<file path="src/rtl/stopwatch_pkg.sv">
// Shared types and constants for the BCD stopwatch tick counter.
package stopwatch_pkg;

    typedef enum logic [1:0] {
        ST_IDLE    = 2'd0,
        ST_RUNNING = 2'd1,
        ST_PAUSED  = 2'd2
    } sw_state_e;

    localparam int unsigned BCD_W = 4;
    typedef logic [BCD_W-1:0] bcd_t;

    // Highest value of a decimal digit and of the seconds-tens digit
    localparam int unsigned DIG_MAX_ONES     = 9;
    localparam int unsigned DIG_MAX_SEC_TENS = 5;

    // MM:SS.cc
    localparam int unsigned DIGITS = 6;

    typedef struct packed {
        bcd_t min_tens;
        bcd_t min_ones;
        bcd_t sec_tens;
        bcd_t sec_ones;
        bcd_t cs_tens;
        bcd_t cs_ones;
    } sw_time_t;

    // Tens and ones BCD digits of a small decimal value (0..99)
    function automatic bcd_t bcd_tens(input int unsigned v);
        return BCD_W'(v / 10);
    endfunction

    function automatic bcd_t bcd_ones(input int unsigned v);
        return BCD_W'(v % 10);
    endfunction

endpackage

</file>
<file path="src/rtl/stopwatch_tick_counter_bcd_digit_counter.sv">
// Single BCD digit cell: counts 0..MAX_VAL on inc, signals carry when it rolls over.
module bcd_digit_counter
    import stopwatch_pkg::*;
#(
    parameter int unsigned MAX_VAL = DIG_MAX_ONES
) (
    input  logic clk_in,
    input  logic reset,
    input  logic clr,
    input  logic inc,
    output bcd_t digit,
    output logic carry_out
);

    bcd_t digit_q;
    bcd_t digit_d;
    logic at_max;

    assign at_max = (digit_q == BCD_W'(MAX_VAL));

    // Next digit value: clear wins over increment, roll to zero past MAX_VAL
    always_comb begin
        digit_d = digit_q;
        if (clr) begin
            digit_d = '0;
        end else if (inc) begin
            digit_d = at_max ? '0 : digit_q + BCD_W'(1);
        end
    end

    // Digit register
    always_ff @(posedge clk_in) begin
        if (reset) begin
            digit_q <= '0;
        end else begin
            digit_q <= digit_d;
        end
    end

    assign digit     = digit_q;
    assign carry_out = inc && at_max;

endmodule

</file>
<file path="src/rtl/stopwatch_tick_counter.sv">
// BCD stopwatch MM:SS.cc driven by 100 Hz tick pulses, with start/stop/clear and lap hold.
module stopwatch_tick_counter
    import stopwatch_pkg::*;
#(
    parameter int unsigned TICK_DIV = 1,
    parameter int unsigned MAX_MIN  = 59
) (
    input  logic       clk_in,
    input  logic       reset,
    input  logic       tick_in,
    input  logic       start,
    input  logic       stop,
    input  logic       clear,
    input  logic       lap,
    output logic [3:0] min_tens,
    output logic [3:0] min_ones,
    output logic [3:0] sec_tens,
    output logic [3:0] sec_ones,
    output logic [3:0] cs_tens,
    output logic [3:0] cs_ones,
    output logic       running,
    output logic       held,
    output logic       wrap
);

    localparam int unsigned PRE_W = 8;
    localparam logic [PRE_W-1:0] PRE_LAST = PRE_W'(TICK_DIV - 1);
    localparam bcd_t MIN_T_MAX = bcd_tens(MAX_MIN);
    localparam bcd_t MIN_O_MAX = bcd_ones(MAX_MIN);

    sw_state_e        state_q;
    logic [PRE_W-1:0] presc_q;
    logic [PRE_W-1:0] presc_d;
    logic             running_q;
    logic             held_q;
    logic             wrap_q;
    sw_time_t         snap_q;

    sw_time_t         live;
    sw_time_t         disp;
    bcd_t             live_cs_ones;
    bcd_t             live_cs_tens;
    bcd_t             live_sec_ones;
    bcd_t             live_sec_tens;
    bcd_t             live_min_ones;
    bcd_t             live_min_tens;
    logic [DIGITS-1:0] carry;

    logic             count_en;
    logic             adv;
    logic             min_at_max;
    logic             min_wrap;
    logic             min_clr;

    // Only the registered state gates counting; clear discards the tick
    assign count_en = (state_q == ST_RUNNING) && tick_in && !clear;

    // Prescaler: advance centiseconds on the tick that completes TICK_DIV
    always_comb begin
        presc_d = presc_q;
        adv     = 1'b0;
        if (count_en) begin
            if (presc_q == PRE_LAST) begin
                presc_d = '0;
                adv     = 1'b1;
            end else begin
                presc_d = presc_q + PRE_W'(1);
            end
        end
    end

    // Minutes wrap at MAX_MIN; the tens-cell carry is only reachable at 99
    assign min_at_max = (live_min_tens == MIN_T_MAX) && (live_min_ones == MIN_O_MAX);
    assign min_wrap   = carry[3] && (min_at_max || carry[5]);
    assign min_clr    = clear || min_wrap;

    bcd_digit_counter #(.MAX_VAL(DIG_MAX_ONES)) u_cs_ones (
        .clk_in    (clk_in),
        .reset     (reset),
        .clr       (clear),
        .inc       (adv),
        .digit     (live_cs_ones),
        .carry_out (carry[0])
    );

    bcd_digit_counter #(.MAX_VAL(DIG_MAX_ONES)) u_cs_tens (
        .clk_in    (clk_in),
        .reset     (reset),
        .clr       (clear),
        .inc       (carry[0]),
        .digit     (live_cs_tens),
        .carry_out (carry[1])
    );

    bcd_digit_counter #(.MAX_VAL(DIG_MAX_ONES)) u_sec_ones (
        .clk_in    (clk_in),
        .reset     (reset),
        .clr       (clear),
        .inc       (carry[1]),
        .digit     (live_sec_ones),
        .carry_out (carry[2])
    );

    bcd_digit_counter #(.MAX_VAL(DIG_MAX_SEC_TENS)) u_sec_tens (
        .clk_in    (clk_in),
        .reset     (reset),
        .clr       (clear),
        .inc       (carry[2]),
        .digit     (live_sec_tens),
        .carry_out (carry[3])
    );

    bcd_digit_counter #(.MAX_VAL(DIG_MAX_ONES)) u_min_ones (
        .clk_in    (clk_in),
        .reset     (reset),
        .clr       (min_clr),
        .inc       (carry[3]),
        .digit     (live_min_ones),
        .carry_out (carry[4])
    );

    bcd_digit_counter #(.MAX_VAL(DIG_MAX_ONES)) u_min_tens (
        .clk_in    (clk_in),
        .reset     (reset),
        .clr       (min_clr),
        .inc       (carry[4]),
        .digit     (live_min_tens),
        .carry_out (carry[5])
    );

    assign live = '{
        min_tens: live_min_tens,
        min_ones: live_min_ones,
        sec_tens: live_sec_tens,
        sec_ones: live_sec_ones,
        cs_tens:  live_cs_tens,
        cs_ones:  live_cs_ones
    };

    // Control FSM, prescaler, lap snapshot and registered status outputs
    always_ff @(posedge clk_in) begin
        if (reset) begin
            state_q   <= ST_IDLE;
            presc_q   <= '0;
            running_q <= 1'b0;
            held_q    <= 1'b0;
            wrap_q    <= 1'b0;
            snap_q    <= '0;
        end else begin
            wrap_q  <= min_wrap;
            presc_q <= presc_d;
            if (clear) begin
                state_q   <= ST_IDLE;
                running_q <= 1'b0;
                presc_q   <= '0;
                held_q    <= 1'b0;
                snap_q    <= '0;
            end else begin
                case (state_q)
                    ST_IDLE: begin
                        if (start) begin
                            state_q   <= ST_RUNNING;
                            running_q <= 1'b1;
                            presc_q   <= '0;
                        end
                    end
                    ST_RUNNING: begin
                        if (stop) begin
                            state_q   <= ST_PAUSED;
                            running_q <= 1'b0;
                        end else if (lap) begin
                            if (held_q) begin
                                held_q <= 1'b0;
                            end else begin
                                snap_q <= live;
                                held_q <= 1'b1;
                            end
                        end
                    end
                    ST_PAUSED: begin
                        if (start) begin
                            state_q   <= ST_RUNNING;
                            running_q <= 1'b1;
                        end else if (lap && held_q) begin
                            held_q <= 1'b0;
                        end
                    end
                    default: begin
                        state_q   <= ST_IDLE;
                        running_q <= 1'b0;
                    end
                endcase
            end
        end
    end

    // Display shows the lap snapshot while held, live count otherwise
    assign disp = held_q ? snap_q : live;

    assign min_tens = disp.min_tens;
    assign min_ones = disp.min_ones;
    assign sec_tens = disp.sec_tens;
    assign sec_ones = disp.sec_ones;
    assign cs_tens  = disp.cs_tens;
    assign cs_ones  = disp.cs_ones;
    assign running  = running_q;
    assign held     = held_q;
    assign wrap     = wrap_q;

endmodule

</file>
<file path="config.mk">
export PLATFORM = sky130hd
export DESIGN_NAME = stopwatch_tick_counter
export DESIGN_NICKNAME = d
export VERILOG_FILES = /design/src/rtl/stopwatch_pkg.sv /design/src/rtl/stopwatch_tick_counter_bcd_digit_counter.sv /design/src/rtl/stopwatch_tick_counter.sv
export SDC_FILE = /design/constraint.sdc
export NUM_CORES = 1
export LEC_CHECK = 0
export BUFFER_PORTS_ARGS = -buffer_cell sky130_fd_sc_hd__clkbuf_2
export CAP_MARGIN = 10
export CORE_ASPECT_RATIO = 1.5
export CORE_UTILIZATION = 60
export CTS_CLUSTER_SIZE = 24
export DETAILED_ROUTE_END_ITERATION = 8
export GPL_ROUTABILITY_DRIVEN = 0
export PLACE_DENSITY_LB_ADDON = 0.05
export SLEW_MARGIN = 20
export SYNTH_ARGS = -nofsm -noshare
export SYNTH_HDL_FRONTEND = slang
export SYNTH_HIERARCHICAL = 1
export SYNTH_SLANG_ARGS = --single-unit
</file>
<file path="constraint.sdc">
create_clock -name clk_in -period 11.35 [get_ports clk_in]
set_input_delay 0.5675 -clock clk_in [delete_from_list [all_inputs] [get_ports clk_in]]
set_output_delay 0.5675 -clock clk_in [all_outputs]
set_load 0.03 [all_outputs]
</file>
=== Yosys cells after proc, flatten, opt, wreduce, memory -nomap -nowiden ===
Cells that the tools add are included.

* Register bits after elaboration: 61
* Input bits: 7
* Output and inout port bits: 27
* Logic and storage cells: 88

* Add/sub/neg operators: 7
* Eq/ne operators: 15
* Muxes and demuxes: 25
* Bitwise gates (word level): 1
* Reduce and logical (&&, ||, !) cells: 23

{| class="wikitable"
|+ Operators by type and width
! operator !! number
|-
| $mux W8 || 4
|-
| $add A4 B1 Y4 const B || 6
|-
| $mux W24 || 1
|-
| $mux W4 || 6
|-
| $eq A4 B4 Y1 const B || 5
|-
| $logic_and A1 B1 Y1 || 11
|-
| $ne A2 B2 Y1 const B || 5
|-
| $mux W1 || 9
|-
| $add A8 B1 Y8 const B || 1
|-
| $eq A4 B3 Y1 const B || 2
|-
| $logic_not A8 Y1 || 1
|-
| $reduce_or A2 Y1 || 3
|-
| $reduce_and A5 Y1 || 1
|-
| $mux W2 || 2
|-
| $pmux W1 S2 || 2
|-
| $pmux W2 S2 || 1
|-
| $reduce_and A3 Y1 || 1
|-
| $eq A2 B1 Y1 const B || 1
|-
| $eq A2 B2 Y1 const B || 1
|-
| $logic_not A2 Y1 || 1
|-
| $logic_or A1 B1 Y1 || 2
|-
| $ne A2 B1 Y1 const B || 1
|-
| $reduce_and A2 Y1 || 1
|-
| $reduce_bool A2 Y1 || 1
|-
| 2 further kinds || 2
|}

=== Longest topological paths before layout ===
* Depth after elaboration: 14
* Depth in mapped cells: 20
* Mapped depth without buffers: 19

=== Cells and area by module ===
Netlist, hierarchy kept.

{| class="wikitable"
|+ Modules (own cells, without submodules)
! module !! instances !! cells an instance !! area each (µm²) !! sequential area each (µm²)
|-
| stopwatch_tick_counter || 1 || 183 || 1,823.0 || 740.7
|-
| bcd_digit_counter (u_cs_ones ...) || 5 || 20 || 188.9 || 80.1
|-
| bcd_digit_counter (u_sec_tens) || 1 || 19 || 186.4 || 80.1
|}

=== Least setup slack after synthesis ===
Ideal clock, no wire load.

* Kind: input port to flip-flop
* Start: input port clear
* End: register u_min_ones.digit_q[0], in the netlist u_min_ones/digit[0]
* Library setup time: 0.143 ns
* Arrival time: 4.761 ns
* Required time: 11.207 ns
* Path slack: 6.446 ns
* Stages on the path: 18
* Path buffers: 1
* Cells stage by stage: and4bb_2 > and4_1 > buf_2 > nand2_2 > nor3b_1 > nand2_2 > nor3b_1 > nand2_2 > nor3b_1 > nand2_2 > nor3_1 > nand2_2 > nor3b_1 > nand2_2 > nor3b_1 > a21oi_1 > o21bai_1 > nor3_1

* Word-level cells in the longest chain between the ends: 13

{| class="wikitable"
|+ RTL lines
! item !! line !! source
|-
| from (decl) || stopwatch_tick_counter.sv:13 || <nowiki>input logic clear,</nowiki>
|-
| $logic_not A1 Y1 || stopwatch_tick_counter.sv:56 || <nowiki>assign count_en = (state_q == ST_RUNNING) && tick_in && !clear;</nowiki>
|-
| $logic_and A1 B1 Y1 || stopwatch_tick_counter.sv:56 ||
|-
| $mux W1 || stopwatch_tick_counter.sv:62 || <nowiki>if (count_en) begin</nowiki>
|-
| net adv || stopwatch_tick_counter.sv:50 || <nowiki>logic adv;</nowiki>
|-
| $logic_and A1 B1 Y1 || stopwatch_tick_counter_bcd_digit_counter.sv:41 || <nowiki>assign carry_out = inc && at_max;</nowiki>
|-
| net carry[0] || stopwatch_tick_counter.sv:47 || <nowiki>logic [DIGITS-1:0] carry;</nowiki>
|-
| $logic_and A1 B1 Y1 || stopwatch_tick_counter_bcd_digit_counter.sv:41 ||
|-
| net carry[1] || stopwatch_tick_counter.sv:47 ||
|-
| [1 not listed] || -- ||
|-
| net carry[2] || stopwatch_tick_counter.sv:47 ||
|-
| [1 not listed] || -- ||
|-
| net carry[3] || stopwatch_tick_counter.sv:47 ||
|-
| [1 not listed] || -- ||
|-
| net carry[4] || stopwatch_tick_counter.sv:47 ||
|-
| $logic_and A1 B1 Y1 || stopwatch_tick_counter_bcd_digit_counter.sv:41 ||
|-
| net carry[5] || stopwatch_tick_counter.sv:47 ||
|-
| $logic_or A1 B1 Y1 || stopwatch_tick_counter.sv:74 || <nowiki>assign min_wrap = carry[3] && (min_at_max || carry[5]);</nowiki>
|-
| $logic_and A1 B1 Y1 || stopwatch_tick_counter.sv:74 ||
|-
| $logic_or A1 B1 Y1 || stopwatch_tick_counter.sv:75 || <nowiki>assign min_clr = clear || min_wrap;</nowiki>
|-
| net min_clr || stopwatch_tick_counter.sv:53 || <nowiki>logic min_clr;</nowiki>
|-
| $reduce_or A2 Y1 (no source line) || -- ||
|-
| to (signal assigned) || stopwatch_tick_counter_bcd_digit_counter.sv:36 || <nowiki>digit_q <= digit_d;</nowiki>
|-
| to (decl) || stopwatch_tick_counter_bcd_digit_counter.sv:15 || <nowiki>bcd_t digit_q;</nowiki>
|}

The timed path passes the listed nets, and every way through them passes these cells.
A chain may end at the register's enable or synchronous reset.

=== Final worst setup path ===
* Start: input port clear
* End: register u_min_tens.digit_q[0], in the netlist u_min_tens/digit[0]

* Word-level cells in the longest chain between the ends: 13

{| class="wikitable"
|+ RTL lines
! item !! line
|-
| $logic_not A1 Y1 || stopwatch_tick_counter.sv:56
|-
| $logic_and A1 B1 Y1 || stopwatch_tick_counter.sv:56
|-
| $mux W1 || stopwatch_tick_counter.sv:62
|-
| $logic_and A1 B1 Y1 || stopwatch_tick_counter_bcd_digit_counter.sv:41
|-
| net carry[0] || stopwatch_tick_counter.sv:47
|-
| $logic_and A1 B1 Y1 || stopwatch_tick_counter_bcd_digit_counter.sv:41
|-
| net carry[1] || stopwatch_tick_counter.sv:47
|-
| $logic_and A1 B1 Y1 || stopwatch_tick_counter_bcd_digit_counter.sv:41
|-
| net carry[2] || stopwatch_tick_counter.sv:47
|-
| [1 not listed] || --
|-
| net carry[3] || stopwatch_tick_counter.sv:47
|-
| [1 not listed] || --
|-
| net carry[4] || stopwatch_tick_counter.sv:47
|-
| $logic_and A1 B1 Y1 || stopwatch_tick_counter_bcd_digit_counter.sv:41
|-
| net carry[5] || stopwatch_tick_counter.sv:47
|-
| $logic_or A1 B1 Y1 || stopwatch_tick_counter.sv:74
|-
| $logic_and A1 B1 Y1 || stopwatch_tick_counter.sv:74
|-
| $logic_or A1 B1 Y1 || stopwatch_tick_counter.sv:75
|-
| net min_clr || stopwatch_tick_counter.sv:53
|-
| $reduce_or A2 Y1 (no source line) || --
|-
| to (signal assigned) || stopwatch_tick_counter_bcd_digit_counter.sv:36
|-
| to (decl) || stopwatch_tick_counter_bcd_digit_counter.sv:15
|}

The timed path passes the listed nets, and every way through them passes these cells.

==> summary.txt <==
Status
  – Status: finished, final reports clean

Yosys
  – Total of flip-flops plus latches after synthesis: 61
  – Top area cells in the synthesized netlist: dfxtp_1 41%, mux2_2 9.1%, mux2i_1 8.1%, nor2_1 3.4%, a211oi_2 3.4%
  – Commonest cells in the netlist: 61 x dfxtp_1, 27 x nor2_1, 24 x mux2_2, 24 x mux2i_1, 17 x nor3_1
  – Area share of the largest cell type after synthesis: 0.4134
  – Summed instance area of the synthesized netlist: a little under 0.003 mm^2
  – Count of different cell masters after synthesis: roughly 40
  – Synth Net Count: 311
  – Top-count cell post-synth: dfxtp_1
  – Top_reg_cell synth: dfxtp_1
  – Sequential fraction of the synthesis area: 0.4134
  – Async S/R FF share, synth: 0
  – Avg Cell Area, Syn: 9.782 um^2
  – Dominant cell type by area after synthesis: dfxtp_1
  – Number of synthesized flops with an enable pin: 0
  – Count of synthesis-stage warnings from yosys: 6
  – Instance count of the mapped netlist: approximately 300

Drt
  – Average wire per cell in the routed design: between 10 and 15 um
  – Number of iterations in the first detailed-routing pass: 4
  – Number of nets with antenna violations after detailed routing: 0
  – DRC violations left: 0
  – Via density per instance: 5.805
  – Overall routed net length: about 5800 um
  – Starting DRC count in detailed routing: 90
  – Total via count in the routed design: between 2k and 2.5k

Cells and area
  – Share of layout cells above drive strength 1: 0.2698
  – Antenna Cells: 0
  – Fillcell total: 390
  – Number of nets at the end of the flow: about 350
  – Final design utilization: 0.7257
  – Syn-to-layout area delta: 13.43%
  – Final std cell area, no fill: 0.003351 mm^2

Die
  – Starting density of the core: 0.6398
  – Total number of placement rows: 30
  – # IOs: 34
  – Core area: 0.004617 mm^2
  – Die Outline Area: ~0.0052 mm^2
  – Vertical extent of the die: about 88 um
  – Die extent in x: about 60 um

Pwr
  – IR Drop Worst-Case VDD: 0.0001033 V
  – Fraction of power consumed by combinational cells: 0.027
  – Share of power burned in registers: 0.501
  – Cell internal pwr: between 300 and 400 uW
  – Power per Cell Area: 128.3 mW/mm^2
  – Net load switching power: 89.63 uW
  – Final total power: 429.8 uW
  – Leakage: around 0.0012 uW
  – Proportion of total power due to net switching: 0.2085
  – Clock share of power: 0.472

Clock network
  – Number of gates given a new drive strength after cts: 0
  – CTS root buf: clkbuf_8
  – Clock tree from TritonCTS: yes
  – Clk_lat worst skew: roughly 0.33 ns
  – Buffers inserted by post-CTS timing repair: 0
  – Maximum buffer depth of the clock tree: 2
  – Deepest level of the CTS H-tree: 3
  – Number of buffers inserted for hold repair after clock tree synthesis: 0
  – TritonCTS buffer count: 9
  – Clock-pin slew on the worst setup and hold paths: 0.06 ns
  – Number of sinks on the clock net: approximately 60

Global route
  – Antenna violations before repair: 0
  – Number of global-route vias before repair: 2,168
  – Fraction of met1 tracks used by global routing: 0.2924
  – Wire length of the first global-routing pass: 9528 um
  – GRT Total Usage: 0.2461
  – Met3 Use GR: 0.06056
  – Largest net degree at the start of global routing: 30
  – Global route total overflow: 0
  – GRT Max-Usage Layer: met2
  – Met2 Use GR: 0.4045

STA
  – Number of endpoints failing setup at the final stage: 0
  – Post-layout minimum cycle time: 5.853 ns
  – Sum Neg Setup Slack: 0 ns
  – Final-report hold violation count: 0
  – Slew at the pin with the worst max-slew slack: 0.7004 ns
  – Worst slew margin: 0.5321
  – RSZ-0062 raised after global routing: false
  – Timing-limited maximum frequency: 0.1708 GHz
  – Ratio of final minimum period to clock period: 0.5157
  – Worst setup skew after layout: 0.006926 ns
  – Number of max-slew violations in the final report: 0

Critical path
  – Endpoint class of the critical path: flop
  – Worst Path Buf+Inv: 1
  – Maximum fanout count along the critical path: 21
  – Family of cells with the greatest summed delay on the critical path: simple AND/OR/NAND/NOR gates
  – Data required time of the worst path: 11.54 ns
  – Most used cell, CP: nand2_2
  – Slowest cell on the critical path: o21bai_1
  – Delay contributed by the slowest stage of the critical path: 0.57 ns
  – Worst setup SP type: primary input
  – Register-to-register path setup slack: around 5.8 ns
  – Worst EP arrival: 6.04 ns
  – WS Path Type: primary input to flop
  – Critical-path cell list: clkbuf_2 > and4bb_2 > and4_1 > nand2_2 > nor3b_1 > nand2_2 > nor3b_1 > nand2_2 > nor3b_1 > nand2_2 > nor3_1 > nand2_2 > nor3b_1 > nand2_2 > nor3b_1 > a21oi_1 > o21bai_1 > nor3_1

Min path
  – Type of the most critical hold path: primary input to flop

Place
  – Post-detail-place hpwl: 3811 um
  – Dpl cell area: 0.003143 mm^2
  – Number of input and output port buffers inserted: 33

Job
  – Max capacitance violation total: 0
state kept, by name, indices dropped and copies added (netlist names):
| signal | count |
|---|---|
| u_cs_ones/digit | 4 |
| u_min_tens/digit | 4 |
| u_sec_tens/digit | 4 |
| wrap | 1 |
| state_q | 2 |
| presc_q | 8 |
| snap_q | 24 |
| held | 1 |
| u_min_ones/digit | 4 |
| running | 1 |
| u_sec_ones/digit | 4 |
| u_cs_tens/digit | 4 |
per-layer routing:
metal | share of wire | wire length (um)
met5 | 0 | 0
met4 | 0.020 | 116
met3 | 0.032 | 185
met2 | 0.49 | 2823
met1 | 0.46 | 2657
area by class of cell:
type / count / area, um^2 / area share
timing repair buffer: 34 / 172.7 / 0.05153
tap: 64 / 80.08 / 0.02390
clock buffer: 11 / 131.4 / 0.03921
sequential: 61 / 1222 / 0.3648
multi-input combinational: 226 / 1654 / 0.4937
inverter: 4 / 15.01 / 0.004481
clock inverter: 5 / 75.07 / 0.02240
path summary, 6_finish.rpt:
kind / startpoint / end / depth (start not counted)
worst max-delay path: clear / u_min_tens/digit[0]$_SDFFE_PP0P_ / 18
worst min-delay path: lap / held$_SDFFE_PP0P_ / 2
worst max register to register: state_q[0]$_SDFFE_PP0P_ / u_min_tens/digit[0]$_SDFFE_PP0P_ / 17
worst min register to register: running$_SDFFE_PP0P_ / running$_SDFFE_PP0P_ / 2
power by group through the flow:
stage	clock, uW	sequential (uW)	combinational, uW
after floorplan	0	220	6.13
final	203	215	11.4
after CTS	207	215	11.4
after global placement	0	220	11.3
after detailed placement	0	220	11.4
after global routing	217	215	12.4
through the flow:
| step | hold WS, ns | setup WS, ns | cells |
|---|---|---|---|
| after floorplan | 0.4544 | 6.446 | 302 |
| after global placement | 0.4464 | 5.500 | 389 |
| after detailed placement | 0.4494 | 5.256 | 389 |
| after CTS | 0.4400 | 5.570 | 405 |
| after global routing | 0.4361 | 4.961 | 405 |
| final | 0.4425 | 5.497 | 405 |
cells by family (layout without fill, tap and decap cells):
| logic type | count (synthesis) | in the layout | synth area share |
|---|---|---|---|
| xor+xnor | 13 | 13 | 0.03854 |
| compound gates | 42 | 42 | 0.1033 |
| fa+ha+maj | 2 | 2 | 0.008470 |
| buf+inv | 15 | 54 | 0.02668 |
| simple gates | 121 | 121 | 0.2368 |
| flops | 61 | 61 | 0.4134 |
| mux | 48 | 48 | 0.1728 |
layout by cell type (no fill, tap or decap), types with 9 or more instances in the layout:
cell type and n:
clkbuf_2 33, clkbuf_8 9, dfxtp_1 60, mux2_2 24, mux2i_1 24, nand2_1 12, nor2_1 27, nor2b_1 11
nor3_1 17, o21ai_0 14
Note: power is estimated with default switching activity, not from simulation.
